`src/rtl/regfile_ctx_engine_pkg.sv`:
```
// rtl/regfile_ctx_engine_pkg.sv - shared state encoding and constants for the context engine
package regfile_ctx_engine_pkg;

  typedef enum logic [2:0] {
    IDLE,
    S_READ,
    S_REQ,
    R_REQ,
    R_WRITE,
    FIN
  } ctx_state_t;

  localparam logic MODE_SAVE    = 1'b0;
  localparam logic MODE_RESTORE = 1'b1;
  localparam int   NUM_REGS     = 16;
  localparam int   IDX_W        = $clog2(NUM_REGS);

endpackage

```
`src/rtl/regfile_ctx_engine_ctx_addr_gen.sv`:
```
// rtl/regfile_ctx_engine_ctx_addr_gen.sv - register index / slot address counter with load, step and last flag
module ctx_addr_gen
  import regfile_ctx_engine_pkg::*;
#(
  parameter int FIRST_REG   = 1,
  parameter int LAST_REG    = 15,
  parameter int ADDR_STRIDE = 2
) (
  input  logic             clk,
  input  logic             rst,
  input  logic             i_load,
  input  logic             i_step,
  input  logic [15:0]      i_base,
  output logic [IDX_W-1:0] o_idx,
  output logic [15:0]      o_addr,
  output logic             o_last
);

  localparam logic [15:0] STEP      = 16'(ADDR_STRIDE);
  localparam logic [15:0] FIRST_OFS = 16'(ADDR_STRIDE * FIRST_REG);

  logic [IDX_W-1:0] r_idx;
  logic [15:0]      r_addr;

  // Slot addresses wrap silently at 2^16.
  always_ff @(posedge clk) begin
    if (rst) begin
      r_idx  <= '0;
      r_addr <= '0;
    end else if (i_load) begin
      r_idx  <= IDX_W'(FIRST_REG);
      r_addr <= i_base + FIRST_OFS;
    end else if (i_step) begin
      r_idx  <= r_idx + 1'b1;
      r_addr <= r_addr + STEP;
    end
  end

  assign o_idx  = r_idx;
  assign o_addr = r_addr;
  assign o_last = (r_idx == IDX_W'(LAST_REG));

endmodule

```
`src/rtl/regfile_ctx_engine.sv`:
```
// rtl/regfile_ctx_engine.sv - register file context save/restore sequencer; CHECKSUM_EN adds the csum output
module regfile_ctx_engine
  import regfile_ctx_engine_pkg::*;
#(
  parameter int FIRST_REG   = 1,
  parameter int LAST_REG    = 15,
  parameter int ADDR_STRIDE = 2
) (
  input  logic             clk,
  input  logic             rst,
  input  logic             start,
  input  logic             mode,
  input  logic [15:0]      base_addr,
  output logic             busy,
  output logic             done,
  output logic [IDX_W-1:0] rf_src_reg,
  input  logic [15:0]      rf_src_data,
  output logic [IDX_W-1:0] rf_dst_reg,
  output logic [15:0]      rf_dst_data,
  output logic             rf_write_reg,
  output logic             mem_en,
  output logic             mem_wr,
  output logic [15:0]      mem_addr,
  output logic [15:0]      mem_wdata,
  input  logic [15:0]      mem_rdata,
  input  logic             mem_ready
`ifdef CHECKSUM_EN
  ,
  output logic [15:0]      csum
`endif
);

  ctx_state_t       r_state;
  logic             r_busy;
  logic             r_done;
  logic             r_mem_en;
  logic             r_mem_wr;
  logic             r_rf_write;
  logic             r_mode_q;
  logic [15:0]      r_data_q;

  logic [IDX_W-1:0] w_idx;
  logic [15:0]      w_addr;
  logic             w_last;
  logic             w_load;
  logic             w_step;

  assign w_load = (r_state == IDLE) && start;
  // Save advances after the memory write lands, restore after the register write.
  assign w_step = (r_mode_q == MODE_SAVE) ? ((r_state == S_REQ) && mem_ready && !w_last)
                                          : ((r_state == R_WRITE) && !w_last);

  ctx_addr_gen #(
    .FIRST_REG  (FIRST_REG),
    .LAST_REG   (LAST_REG),
    .ADDR_STRIDE(ADDR_STRIDE)
  ) u_addr_gen (
    .clk   (clk),
    .rst   (rst),
    .i_load(w_load),
    .i_step(w_step),
    .i_base(base_addr),
    .o_idx (w_idx),
    .o_addr(w_addr),
    .o_last(w_last)
  );

  always_ff @(posedge clk) begin
    if (rst) begin
      r_state    <= IDLE;
      r_busy     <= 1'b0;
      r_done     <= 1'b0;
      r_mem_en   <= 1'b0;
      r_mem_wr   <= 1'b0;
      r_rf_write <= 1'b0;
      r_mode_q   <= MODE_SAVE;
      r_data_q   <= '0;
    end else begin
      r_done     <= 1'b0;
      r_rf_write <= 1'b0;
      case (r_state)
        IDLE: begin
          if (start) begin
            r_mode_q <= mode;
            r_busy   <= 1'b1;
            if (mode == MODE_RESTORE) begin
              r_state  <= R_REQ;
              r_mem_en <= 1'b1;
              r_mem_wr <= 1'b0;
            end else begin
              r_state <= S_READ;
            end
          end
        end
        S_READ: begin
          r_data_q <= rf_src_data;
          r_state  <= S_REQ;
          r_mem_en <= 1'b1;
          r_mem_wr <= 1'b1;
        end
        S_REQ: begin
          if (mem_ready) begin
            r_mem_en <= 1'b0;
            r_mem_wr <= 1'b0;
            if (w_last) begin
              r_state <= FIN;
              r_busy  <= 1'b0;
              r_done  <= 1'b1;
            end else begin
              r_state <= S_READ;
            end
          end
        end
        R_REQ: begin
          if (mem_ready) begin
            r_data_q   <= mem_rdata;
            r_mem_en   <= 1'b0;
            r_rf_write <= 1'b1;
            r_state    <= R_WRITE;
          end
        end
        R_WRITE: begin
          if (w_last) begin
            r_state <= FIN;
            r_busy  <= 1'b0;
            r_done  <= 1'b1;
          end else begin
            r_state  <= R_REQ;
            r_mem_en <= 1'b1;
          end
        end
        FIN:     r_state <= IDLE;
        default: r_state <= IDLE;
      endcase
    end
  end

`ifdef CHECKSUM_EN
  logic [15:0] r_csum;

  always_ff @(posedge clk) begin
    if (rst || w_load) begin
      r_csum <= '0;
    end else if ((r_state == S_REQ) && mem_ready) begin
      r_csum <= r_csum + r_data_q;
    end else if ((r_state == R_REQ) && mem_ready) begin
      r_csum <= r_csum + mem_rdata;
    end
  end

  assign csum = r_csum;
`endif

  assign busy         = r_busy;
  assign done         = r_done;
  assign rf_src_reg   = w_idx;
  assign rf_dst_reg   = w_idx;
  assign rf_dst_data  = r_data_q;
  assign rf_write_reg = r_rf_write;
  assign mem_en       = r_mem_en;
  assign mem_wr       = r_mem_wr;
  assign mem_addr     = w_addr;
  assign mem_wdata    = r_data_q;

endmodule

```
`config.mk`:
```
export PLATFORM = sky130hd
export DESIGN_NAME = regfile_ctx_engine
export DESIGN_NICKNAME = d
export VERILOG_FILES = /design/src/rtl/regfile_ctx_engine_pkg.sv /design/src/rtl/regfile_ctx_engine_ctx_addr_gen.sv /design/src/rtl/regfile_ctx_engine.sv
export SDC_FILE = /design/constraint.sdc
export NUM_CORES = 1
export LEC_CHECK = 0
export BUFFER_PORTS_ARGS = -buffer_cell sky130_fd_sc_hd__buf_2
export CELL_PAD_IN_SITES_DETAIL_PLACEMENT = 1
export CELL_PAD_IN_SITES_GLOBAL_PLACEMENT = 1
export CORE_AREA = 2 2 128 68
export CTS_BUF_LIST = sky130_fd_sc_hd__clkbuf_8
export CTS_CLUSTER_SIZE = 30
export DETAILED_ROUTE_END_ITERATION = 10
export DIE_AREA = 0 0 130 70
export PLACE_DENSITY = 0.85
export REMOVE_ABC_BUFFERS = 1
export SETUP_SLACK_MARGIN = 0.05
export SYNTH_ARGS = -nofsm -noshare
export SYNTH_HDL_FRONTEND = slang
export SYNTH_HIERARCHICAL = 1
export SYNTH_SLANG_ARGS = --single-unit
export TNS_END_PERCENT = 10
```
`constraint.sdc`:
```
create_clock -name clk -period 3.1 [get_ports clk]
set_input_delay 0.31 -clock clk [delete_from_list [all_inputs] [get_ports clk]]
set_output_delay 0.31 -clock clk [all_outputs]
set_load 0.01 [all_outputs]
```
==> results of run 1 <==
==> power groups by stage <==
stage / clock network [mW] / logic (mW) / registers (mW)
2_1_floorplan: 0 / 0.345 / 0.803
4_1_cts: 0.498 / 0.660 / 0.754
3_5_place_dp: 0 / 0.657 / 0.767
5_1_grt: 0.516 / 0.715 / 0.769
6_report: 0.474 / 0.655 / 0.754
3_3_place_gp: 0 / 0.637 / 0.761
==> synth_stat cells (4+ instances only) <==
cell type,count,area (µm²)
nand2_1,49,184
mux2i_1,11,110
nor2_1,20,75.1
a211oi_1,6,45.0
o31ai_1,4,30.0
nor2b_1,6,37.5
a21oi_1,23,115
dfxtp_1,45,901
a311oi_1,7,61.3
buf_4,20,150
nand4_1,4,25.0
xnor2_1,9,78.8
nand3b_1,6,45.0
xor2_1,10,87.6
a311oi_2,10,150
buf_2,11,55.1
and3_1,4,25.0
nand3_1,5,25.0
clkbuf_1,6,22.5
==> cell families (layout without fill, tap and decap cells) <==
group | Yosys count | after routing | synth area share [%]
AOI/OAI and AO/OA | 69 | 69 | 19.4
buffers and inverters | 48 | 131 | 10.9
and+or+nand+nor | 123 | 123 | 24.5
xor gates and xnor gates | 19 | 19 | 5.77
muxes | 18 | 18 | 7.33
adders and majority gates | 2 | 2 | 0.867
DFF | 45 | 45 | 31.2
==> final timing paths <==
path                                             from                     to  slack (ns)
worst max-delay path                       r_state[0]  u_addr_gen/o_addr[15]        0.34
worst min-delay path                     base_addr[0]   u_addr_gen/o_addr[0]        0.24
worst max register to register             r_state[0]  u_addr_gen/o_addr[15]        0.34
worst min register to register  u_addr_gen/o_addr[12]  u_addr_gen/o_addr[12]        0.51
==> layer usage <==
layer | wire, µm | share of wire (%)
met1 | 4390 | 51
met2 | 3720 | 43
met3 | 385 | 4.5
met4 | 84 | 0.98
met5 | 13 | 0.15
==> critical path: stages, from the launching register on <==
cell	delay, ns
dfxtp_1	0.45
nor4b_4	0.49
buf_4	0.30
buf_4	0.27
nand4_2	0.19
a211oi_4	0.37
nand4_1	0.16
xnor2_1	0.18
a211oi_1	0.25
==> stage by stage <==
step | util, % | hold WS (ns)
after floorplan | - | 0.375
after global placement | 40.8 | 0.478
after detailed placement | 40.8 | 0.490
after CTS | 42.2 | 0.228
after global routing | 42.2 | 0.230
final | 42.2 | 0.241
==> area by class of cell <==
cell class | count | area, µm² | share of cell area (%)
Tap cell | 117 | 146 | 4.23
Inverter | 3 | 11.3 | 0.325
Clock inverter | 2 | 33.8 | 0.975
Multi-Input combinational cell | 231 | 1670 | 48.2
Sequential cell | 45 | 901 | 26.0
Timing Repair Buffer | 120 | 618 | 17.8
Clock buffer | 6 | 82.6 | 2.38
==> impl_metrics.py, run 1 <==
metrics = {
    "status": {
        "status": "completed",
    },
    "clock_network": {
        "clk-insertion-delay-late_ns": 0.30,
        "cts-root-buf": "clkbuf_8",
        "htree_levels": 2,
        "cts.repair.resized": 0,
        "hold_buffers": 0,
        "clock_sinks": 45,
        "cts_tree": "yes",
        "cts.clk_slew.worst_paths_ns": 0.09,
        "cts_buffers": 5,
        "clockBufferDepth": 2,
        "post-cts-setup-buffers": 0,
    },
    "routing": {
        "wirelength_mm": 8.59,
        "post_drt_wl_per_cell_um": 16.4,
        "vias_per_cell": 5.06,
        "vias": 2650,
        "firstDrtPassIters": 4,
        "first_iter_violations": 95,
        "drc": 0,
        "ant_nets": 0,
    },
    "floorplan": {
        "core_um2": 8200,
        "rows": 24,
        "pin_count": 114,
        "initial_core_util_pct": 35.2,
        "die_h_um": 70,
        "die_x_um": 130,
        "dieArea_um2": 9100,
    },
    "logic_synthesis": {
        "synth_ff_type": "dfxtp_1",
        "synth-edff-count": 0,
        "syn_inst": 324,
        "synth_cell_types": 59,
        "synth_warnings": 6,
        "async_flop_share_pct": 0,
        "synth_seq_area_share_pct": 31.2,
        "syn_area_um2": 2890,
        "synth_area_per_cell_um2": 8.91,
        "ys_ff_latch": 45,
    },
    "power": {
        "clkPwrFrac_pct": 25.2,
        "total_power_mw": 1.88,
        "ir_drop_uv": 286,
        "power_frac_seq_pct": 40.0,
        "power.density_nw_per_um2": 544,
        "leakage_nw": 1.62,
        "combPwrFrac_pct": 34.8,
        "p_switching_uw": 676,
        "p_int_mw": 1.21,
        "p_sw_share_pct": 35.9,
    },
    "cells_and_area": {
        "area_delta_synth_final_pct": 20.0,
        "fill_cells": 1005,
        "final_common_cell": "buf_2",
        "final_cells": 524,
        "fin_area_um2": 3460,
        "drive_gt1_share_pct": 40.0,
        "layout_common_cells": "113 x buf_2, 49 x nand2_1, 45 x dfxtp_1",
        "antenna_cells": 0,
        "final_net_count": 461,
    },
    "hold_path": {
        "hold_depth": 3,
        "hold_class": "primary input to flip-flop",
    },
    "global_route": {
        "grt_first_pass_wirelength_mm": 14.0,
        "grt_use_met2_pct": 28.8,
        "top_usage_layer": "met2",
        "grt_pass1_vias": 2769,
        "use_met3_pct": 5.36,
        "met1_usage_pct": 27.7,
        "antenna_found_initial": 1,
        "grt.total_usage_pct": 19.4,
        "grt_max_degree": 32,
        "gr-total-overflow": 0,
    },
    "timing": {
        "rsz0062_at_grt": "false",
        "finalSetupViolCount": 0,
        "slew_headroom_pct": 51.6,
        "worst_clock_skew_ns": 0.00396,
        "drv_slew": 0,
        "fin_crit_ns": 2.76,
        "worst_pin_slew_ns": 0.724,
        "final.setup.worst_slack_ns": 0.344,
        "hold_viol": 0,
        "finalSetupTns_ns": 0,
        "fin_crit_sh_pct": 88.9,
        "clock.fmax_mhz": 363,
    },
    "place": {
        "preCtsSetupSlack_ns": 0.370,
        "gp_congestion": 0.871,
        "placed_area_um2": 3350,
        "io_buffer_count": 113,
        "dp_cells": 516,
        "hpwl_mm": 6.71,
    },
    "worst_setup_path": {
        "required_ns": 3.31,
        "critical_path_class": "flip-flop to flip-flop",
        "end_kind": "flip-flop",
        "crit_fanout": 15,
        "crit_path_start_kind": "flip-flop",
        "worstPathArrival_ns": 2.97,
        "reg2reg_depth": 8,
    },
    "job": {
        "drv_cap": 0,
    },
}
No activity file was read; power rests on OpenSTA's default activity.
==> inputs of run 2 (changes only) <==
Settings changed: ABC_AREA set to 1, CORE_AREA 2 2 128 68 to 2 2 140 74, DIE_AREA 0 0 130 70 to 0 0 142 76, PLACE_DENSITY 0.85 to unset, PLACE_DENSITY_LB_ADDON set to 0.1.
Clock period 3.1 ns to 2.2 ns, I/O delays scaled along.
==> impl_metrics.py, run 2 <==
metrics = {
    "floorplan": {
        "initial_core_util_pct": 28.8,
        "die_x_um": 142,
        "rows": 26,
        "pin_count": 114,
        "die_h_um": 76,
        "dieArea_um2": 10800,
        "core_um2": 9730,
    },
    "clock_network": {
        "cts_buffers": 5,
        "clock_sinks": 45,
        "clk-insertion-delay-late_ns": 0.31,
        "htree_levels": 2,
        "cts.clk_slew.worst_paths_ns": 0.09,
        "cts_tree": "yes",
        "cts-root-buf": "clkbuf_8",
        "clockBufferDepth": 2,
    },
    "logic_synthesis": {
        "synthTopCellsByCount": "125 x nand2_1, 73 x nor2_1, 45 x dfxtp_1, 34 x inv_1, 23 x buf_4",
        "synth_seq_area_share_pct": 32.2,
        "synth_ff_type": "dfxtp_1",
        "synth_top_family_by_area": "simple AND/OR/NAND/NOR gates",
        "ys_ff_latch": 45,
        "synth_warnings": 6,
        "synth_mux_area_share_pct": 0,
        "ys_top_cells_by_area": "dfxtp_1 32%, nand2_1 17%, nor2_1 9.8%, buf_4 6.2%, inv_1 4.6%",
        "async_flop_share_pct": 0,
        "synth_largest_area_cell": "dfxtp_1",
        "syn_area_um2": 2800,
        "syn_inst": 434,
        "yosysTopAreaCellShare_pct": 32.2,
        "synth_area_per_cell_um2": 6.45,
        "synth_cell_types": 30,
        "yosys.area_share.simple_pct": 41.7,
        "synth.most_common_cell": "nand2_1",
        "synth-adder-area-share_pct": 0.893,
        "synth-xor-area-share_pct": 2.19,
        "synth_compound_area_share_pct": 8.62,
        "synth-edff-count": 0,
    },
    "status": {
        "status": "completed",
    },
    "power": {
        "power.density_nw_per_um2": 833,
        "leakage_nw": 2.00,
        "p_int_mw": 1.80,
        "total_power_mw": 3.14,
        "combPwrFrac_pct": 48.8,
        "clkPwrFrac_pct": 16.4,
        "power_frac_seq_pct": 34.9,
        "p_sw_share_pct": 42.7,
        "p_switching_mw": 1.34,
        "ir_drop_uv": 243,
    },
    "global_route": {
        "grt.total_usage_pct": 18.3,
        "grt_first_pass_wirelength_mm": 15.6,
        "antenna_found_initial": 0,
        "grt_pass1_vias": 3038,
        "gr-total-overflow": 0,
        "grt_max_degree": 27,
    },
    "cells_and_area": {
        "drive_gt1_share_pct": 37.9,
        "multi_input_area_um2": 1620,
        "layout_common_cells": "113 x nand2_1, 113 x buf_2, 70 x nor2_1",
        "utilization_pct": 38.7,
        "regArea_um2": 905,
        "final_net_count": 605,
        "fin_area_um2": 3770,
        "final_cells": 675,
        "fill_cells": 1272,
        "antenna_cells": 0,
        "area_delta_synth_final_pct": 34.5,
    },
    "routing": {
        "vias": 3112,
        "firstDrtPassIters": 4,
        "ant_nets": 0,
        "first_iter_violations": 108,
        "post_drt_wl_per_cell_um": 14.9,
        "wirelength_mm": 10.1,
        "drc": 0,
        "vias_per_cell": 4.61,
    },
    "timing": {
        "holdWs_ns": 0.178,
        "slew_headroom_pct": 60.0,
        "drv_slew": 0,
        "hold_viol": 0,
        "finalSetupViolCount": 0,
        "rsz0062_at_grt": "true",
        "worst_pin_slew_ns": 0.600,
        "worst_clock_skew_ns": 0.00856,
        "fin_crit_ns": 2.07,
        "final.setup.worst_slack_ns": 0.127,
        "fin_crit_sh_pct": 94.2,
        "clock.fmax_mhz": 482,
        "finalSetupTns_ns": 0,
    },
    "worst_setup_path": {
        "crit_chain": "inv_2, nand2_2, nor2_4, nand2_2, clkinvlp_4, buf_12, clkinv_8, nand2_1, nand2_2, ha_4, nand3_4, nor2_4, buf_4, xor2_1, o21ai_1, inv_1",
        "slowest_stage": "dfxtp_2",
        "critical_path_class": "flip-flop to flip-flop",
        "worstPathArrival_ns": 2.28,
        "slowest_delay_ns": 0.34,
        "crit_fanout": 5,
        "crit_path_start_kind": "flip-flop",
        "crit_top_cell": "nand2_2",
        "required_ns": 2.41,
        "end_kind": "flip-flop",
    },
    "place": {
        "dp_cells": 655,
        "hpwl_mm": 7.54,
        "placed_area_um2": 3400,
        "io_buffer_count": 113,
        "preCtsSetupSlack_ns": -0.0676,
        "gp_congestion": 0.860,
    },
    "job": {
        "drv_cap": 0,
    },
    "hold_path": {
        "hold_class": "primary input to flip-flop",
    },
}
[run 2: final timing paths]
kind / start / endpoint / slack [ns] / depth (start not counted)
setup / recovery: r_state[0] / u_addr_gen/o_addr[7] / 0.13 / 16
hold / removal: base_addr[0] / u_addr_gen/o_addr[0] / 0.18 / 3
setup reg to reg: r_state[0] / u_addr_gen/o_addr[7] / 0.13 / 16
hold reg to reg: busy / busy / 0.48 / 2
[run 2: critical path: cells and delay by family (launching register included)]
kind | cells | cell delay (ns)
xor+xnor | 1 | 0.05
fa+ha+maj | 1 | 0.17
flops | 1 | 0.34
simple gates | 7 | 0.71
compound gates | 1 | 0.13
buf+inv | 6 | 0.58
[run 2: power groups by stage]
stage / sequential, mW / clock [mW] / combinational (mW)
2_1_floorplan: 1.19 / 0 / 0.670
3_3_place_gp: 1.10 / 0 / 1.29
3_5_place_dp: 1.11 / 0 / 1.30
4_1_cts: 1.09 / 0.537 / 1.35
5_1_grt: 1.12 / 0.562 / 1.69
6_report: 1.09 / 0.514 / 1.53
[run 2: cells by family (layout without fill, tap and decap cells)]
logic type               Yosys count  count (layout)
adder cells (fa/ha/maj)            2               2
buffers and inverters             73             188
flip-flops                        45              45
AND/OR/NAND/NOR                  263             263
AO/OA/AOI/OAI                     44              44
XOR/XNOR                           7               7
[run 2: cell type report]
class | instances | share of cell area, %
Sequential cell | 45 | 24.0
Tap cell | 126 | 4.18
Timing Repair Buffer | 141 | 22.3
Multi-Input combinational cell | 316 | 42.9
Inverter | 41 | 4.58
Clock buffer | 5 | 1.83
Clock inverter | 1 | 0.133
[run 2: metal layers]
layer / up-vias / track usage (%) / wire length [µm]
li1: 1565 / - / -
met1: 1473 / 29.3 / 5410
met2: 70 / 25.1 / 4130
met3: 4 / 3.58 / 465
met4: 0 / 3.00 / 55
met5: - / 0 / 0
[run 2: repair_timing]
action / in CTS / in global routing
hold buffers: 0 / 0
pin swaps: 1 / 22
gates cloned: 0 / 1
endpoints found under the hold margin: 0 / 0
setup buffers: 4 / 9
resized for setup: 3 / 38
endpoints found under the setup margin: 9 / 15
